==> config.mk <==
export PLATFORM = sky130hd
export DESIGN_NAME = if_fetch_ctrl
export DESIGN_NICKNAME = d
export VERILOG_FILES = /design/src/rtl/if_fetch_ctrl.sv
export SDC_FILE = /design/constraint.sdc
export NUM_CORES = 1
export LEC_CHECK = 0
export CAP_MARGIN = 10
export CORE_AREA = 2 2 151 153
export CTS_CLUSTER_SIZE = 10
export DETAILED_ROUTE_END_ITERATION = 10
export DIE_AREA = 0 0 153 155
export DONT_BUFFER_PORTS = 1
export PLACE_DENSITY = 0.43
export SYNTH_ARGS = -nofsm -noshare
export SYNTH_HDL_FRONTEND = slang
export SYNTH_SLANG_ARGS = --single-unit
==> constraint.sdc <==
create_clock -name clk -period 2.96 [get_ports clk]
set_input_delay 0.592 -clock clk [delete_from_list [all_inputs] [get_ports clk]]
set_output_delay 0.592 -clock clk [all_outputs]
set_load 0.01 [all_outputs]
==> src/rtl/if_fetch_ctrl.sv <==
// if_fetch_ctrl
// Instruction-fetch front end. Issues one fetch at a time to instruction
// memory, buffers the returned instruction for decode, and tells the external
// PC register when and where to move. Redirects from the back end may arrive
// at any point of a fetch; a fetch that is already granted when a redirect
// lands is marked killed so its response is dropped.
//
// State | Meaning
// ------+--------------------------------------------------------------
// IDLE  | one cycle after reset; PC updates inhibited, no request
// REQ   | request cur_pc_i; retractable until granted
// WAIT  | granted, waiting for the response (kill marks it stale)
// HOLD  | instruction buffered and presented to decode
//
// Ports
//   clk, rst           clock, synchronous active-high reset
//   cur_pc_i           current value of the PC register
//   pc_inst_valid_o    PC register update strobe (combinational)
//   pc_dont_fetch_o    PC register update inhibit (IDLE only)
//   pc_nxt_addr_o      PC register next value (combinational)
//   redirect_valid_i   branch/jump/trap redirect from the back end
//   redirect_addr_i    redirect target, low two bits ignored
//   imem_req_o         fetch request
//   imem_addr_o        fetch address
//   imem_gnt_i         request accepted this cycle
//   imem_rvalid_i      in-order response strobe
//   imem_rdata_i       response instruction
//   id_stall_i         decode cannot accept this cycle
//   inst_valid_o       instruction presented to decode
//   inst_o             presented instruction
//   inst_addr_o        address of the presented instruction
module if_fetch_ctrl #(
    parameter int unsigned          ADDR_W   = 64,
    parameter logic [ADDR_W-1:0]    PC_START = ADDR_W'(64'h0000_0000_8000_0000)
) (
    input  logic              clk,
    input  logic              rst,
    input  logic [ADDR_W-1:0] cur_pc_i,
    output logic              pc_inst_valid_o,
    output logic              pc_dont_fetch_o,
    output logic [ADDR_W-1:0] pc_nxt_addr_o,
    input  logic              redirect_valid_i,
    input  logic [ADDR_W-1:0] redirect_addr_i,
    output logic              imem_req_o,
    output logic [ADDR_W-1:0] imem_addr_o,
    input  logic              imem_gnt_i,
    input  logic              imem_rvalid_i,
    input  logic [31:0]       imem_rdata_i,
    input  logic              id_stall_i,
    output logic              inst_valid_o,
    output logic [31:0]       inst_o,
    output logic [ADDR_W-1:0] inst_addr_o
);

    typedef enum logic [1:0] {
        S_IDLE = 2'd0,
        S_REQ  = 2'd1,
        S_WAIT = 2'd2,
        S_HOLD = 2'd3
    } state_t;

    state_t            state;
    logic              kill;
    logic [ADDR_W-1:0] redir_tgt;
    logic [ADDR_W-1:0] pc_plus4;

    // Masking (rather than slicing) keeps every redirect bit in use.
    assign redir_tgt   = redirect_addr_i & ~ADDR_W'(3);
    assign pc_plus4    = cur_pc_i + ADDR_W'(4);
    assign imem_addr_o = cur_pc_i;

    // PC update is decided in the same cycle as the event that causes it.
    always_comb begin
        pc_inst_valid_o = 1'b0;
        pc_nxt_addr_o   = pc_plus4;
        if (rst) begin
            pc_nxt_addr_o = PC_START;
        end else begin
            case (state)
                S_REQ, S_HOLD: begin
                    if (redirect_valid_i) begin
                        pc_inst_valid_o = 1'b1;
                        pc_nxt_addr_o   = redir_tgt;
                    end
                end
                S_WAIT: begin
                    if (redirect_valid_i) begin
                        pc_inst_valid_o = 1'b1;
                        pc_nxt_addr_o   = redir_tgt;
                    end else if (imem_rvalid_i && !kill) begin
                        pc_inst_valid_o = 1'b1;
                    end
                end
                default: ;
            endcase
        end
    end

    always_ff @(posedge clk) begin
        if (rst) begin
            state           <= S_IDLE;
            kill            <= 1'b0;
            inst_valid_o    <= 1'b0;
            inst_o          <= 32'h0;
            inst_addr_o     <= '0;
            imem_req_o      <= 1'b0;
            pc_dont_fetch_o <= 1'b1;
        end else begin
            case (state)
                S_IDLE: begin
                    state           <= S_REQ;
                    imem_req_o      <= 1'b1;
                    pc_dont_fetch_o <= 1'b0;
                end
                S_REQ: begin
                    // Without a grant the request simply follows cur_pc_i,
                    // so a redirect needs no bookkeeping here.
                    if (imem_gnt_i) begin
                        state      <= S_WAIT;
                        imem_req_o <= 1'b0;
                        kill       <= redirect_valid_i;
                    end
                end
                S_WAIT: begin
                    if (imem_rvalid_i) begin
                        kill <= 1'b0;
                        if (redirect_valid_i || kill) begin
                            state      <= S_REQ;
                            imem_req_o <= 1'b1;
                        end else begin
                            state        <= S_HOLD;
                            inst_valid_o <= 1'b1;
                            inst_o       <= imem_rdata_i;
                            inst_addr_o  <= cur_pc_i;
                        end
                    end else if (redirect_valid_i) begin
                        kill <= 1'b1;
                    end
                end
                S_HOLD: begin
                    // Redirect drops the buffer even when decode is stalled.
                    if (redirect_valid_i || !id_stall_i) begin
                        state        <= S_REQ;
                        inst_valid_o <= 1'b0;
                        imem_req_o   <= 1'b1;
                    end
                end
                default: begin
                    state <= S_IDLE;
                end
            endcase
        end
    end

endmodule
==> flow_summary.yaml <==
run_status:
  status: "finished, violations left"
  violations: "setup timing"
worst_setup_path:
  arrival_ns: 2.60
  worst_r2r_startpoint: "state[0]"
  path_max_fanout: 8
  path_cells: "nand4_1 > or3_4 > or4_4 > or4_4 > a311oi_4"
  crit_buf_inv: 0
  crit_start: "cur_pc_i[18]"
  cp_top_family: "simple AND/OR/NAND/NOR gates"
  required_ns: 2.37
  worst_setup_path_start_kind: "primary input"
  end_kind: "output port"
  worst-setup-path-type: "in2out"
  path_common_cell: "or4_4"
  crit_slowest_cell: "or4_4"
  cpPeakStageDelay_ns: 0.57
sta:
  rsz0062_at_grt: "yes"
  hold_violations: 0
  fin_worst_skew_ns: 0.0115
  tightest_slew_ns: 0.922
  timing.final.ws_setup_ns: -0.229
  setup_viol: 16
  slew_headroom: 0.380
  max_clock_freq_ghz: 0.314
  fin_crit_ns: 3.19
  fin_crit_sh: 1.08
  drv_slew: 0
synth:
  postSynth.asyncResetShare: 0
  synthTopCellsByArea: "dfxtp_1 32%, nand2_1 13%, a21oi_1 8.0%"
  synth-main-ff-cell: "dfxtp_1"
  synthCells: 922
  synth_common_cells: "224 x nand2_1, 103 x a21oi_1, 102 x dfxtp_1, 76 x nor2_1, 64 x buf_4"
  yosysMostFrequentCell: "nand2_1"
  ys_seq_area_frac: 0.318
  synth_top_area_share: 0.318
  syn_avg_cell_area_um2: 6.98
  synth_warnings: 0
  syn_nets: 1094
  synth_edf_count: 0
  syn_area_um2: 6430
  yosysUniqueCellTypes: 45
  synth_area_leader_cell: "dfxtp_1"
  synth_seq_cells: 102
cells_and_area:
  drive_gt1_frac: 0.223
  num_antenna_cells: 0
  layout.nets: 1086
  final_area_um2: 7750
  syn_to_final_growth_pct: 20.6
floorplanning:
  fp.dieW_um: 153
  core_um2: 22200
  start_util: 0.289
  die_h_um: 155
  io-pin-count: 394
  std_cell_rows: 55
  die-area_um2: 23700
clock_network:
  root_buffer: "clkbuf_16"
  clkSinkCount: 102
  hold_buffers: 0
  insertion_delay_ns: 0.36
  cts_max_level: 3
  cts_buffer_depth: 2
  numCtsBuffers: 9
  path_clk_slew_ns: 0.09
  cts_tree: "yes"
route:
  wl_um: 25100
  drt_iter0_markers: 340
  dr_total_vias: 6476
  wl_per_cell_um: 20.8
  viasPerCell: 5.38
  drc: 0
  drtAntennaViolNets: 0
  first_pass_iters: 5
placement:
  placed_area_um2: 6980
  io_buffers: 0
  gp_congestion: 0.750
  dp_hpwl_um: 18000
grt:
  grt_pass1_wl_um: 36600
  grt_pass1_vias: 5989
  grt_max_degree: 172
  antenna_found_initial: 1
  grt_usage: 0.198
  overflow: 0
power_and_ir_drop:
  p_leak_nw: 2.55
  p_total_mw: 3.13
  power_density_nw_per_um2: 403
  vdd_drop_max_mv: 0.300
run:
  drv_cap: 0
min_path:
  hp-class: "in2reg"
  holdCritStartpoint: "rst"
where the power goes:
part	leakage [nW]	switching [mW]	total [mW]	internal, mW
Combinational	1.58	0.259	0.469	0.210
Sequential	0.823	0.0216	1.41	1.39
Clock	0.146	0.627	1.25	0.620
placed cells by master, fill, tap and decap left out, types with 11 or more instances in the layout:
master | synthesis | final
xnor2_1 | 13 | 12
a211oi_1 | 35 | 31
xor2_1 | 17 | 17
nor2_1 | 76 | 76
nand3_1 | 27 | 25
buf_4 | 64 | 101
o21ai_0 | 16 | 15
a21oi_1 | 103 | 103
a311oi_2 | 0 | 16
or4_4 | 0 | 14
nand2_1 | 224 | 223
inv_1 | 11 | 11
nand4_1 | 19 | 19
dfxtp_1 | 102 | 102
per-layer routing:
layer  vias up  global-route usage  wire (µm)
met3        36              0.0588       1960
met5         -                   0         11
met4         2              0.0573        515
met2       296               0.341      12300
met1      3009               0.239      10300
li1       3133                   -          -
registers in the layout, indices dropped and copies added, names as in the netlist:
name	count
inst_addr_o	64
kill	1
inst_valid_o	1
inst_o	32
state	2
imem_req_o	1
pc_dont_fetch_o	1
metrics by stage:
stage	cells	utilization	hold WS [ns]	setup TNS, ns	setup slack [ns]
2_1_floorplan	922	-	0.481	-1.18	-0.221
3_3_place_gp	1176	0.314	0.485	-3.41	-0.363
3_5_place_dp	1176	0.314	0.489	-3.91	-0.366
4_1_cts	1200	0.338	0.278	-1.77	-0.243
5_1_grt	1204	0.349	0.270	-3.39	-0.260
6_report	1204	0.349	0.321	-1.70	-0.229
logic make-up after synthesis:
| kind of cell | Yosys count | share of synthesized area |
|---|---|---|
| muxes | 1 | 0.00156 |
| xor gates and xnor gates | 30 | 0.0409 |
| AOI/OAI and AO/OA | 199 | 0.190 |
| buffers and inverters | 142 | 0.120 |
| and+or+nand+nor | 442 | 0.318 |
| adders and majority gates | 6 | 0.0117 |
| DFF | 102 | 0.318 |
final timing paths:
kind	endpoint	cells past startpoint	slack, ns
setup reg to reg	inst_addr_o[49]	7	1.08
hold / removal	inst_addr_o[32]	1	0.32
hold reg to reg	inst_addr_o[43]	2	0.50
setup / recovery	pc_nxt_addr_o[49]	5	-0.23
timing repair:
action	4_1_cts	5_1_grt
cloned	1	0
setup buffers	7	5
endpoints found under the hold margin	0	0
setup endpoints to repair	27	35
pin swaps	17	29
gates resized for setup	30	42
final cells by class:
| class | count | area (µm²) |
|---|---|---|
| timing repair buffer | 112 | 908 |
| clock buffer | 10 | 239 |
| sequential | 102 | 2040 |
| clock inverter | 6 | 63.8 |
| multi-input combinational | 678 | 4100 |
| fill | 2392 | 14500 |
| tap | 285 | 357 |
| inverter | 11 | 41.3 |
No activity file was read; power rests on OpenSTA's default activity.
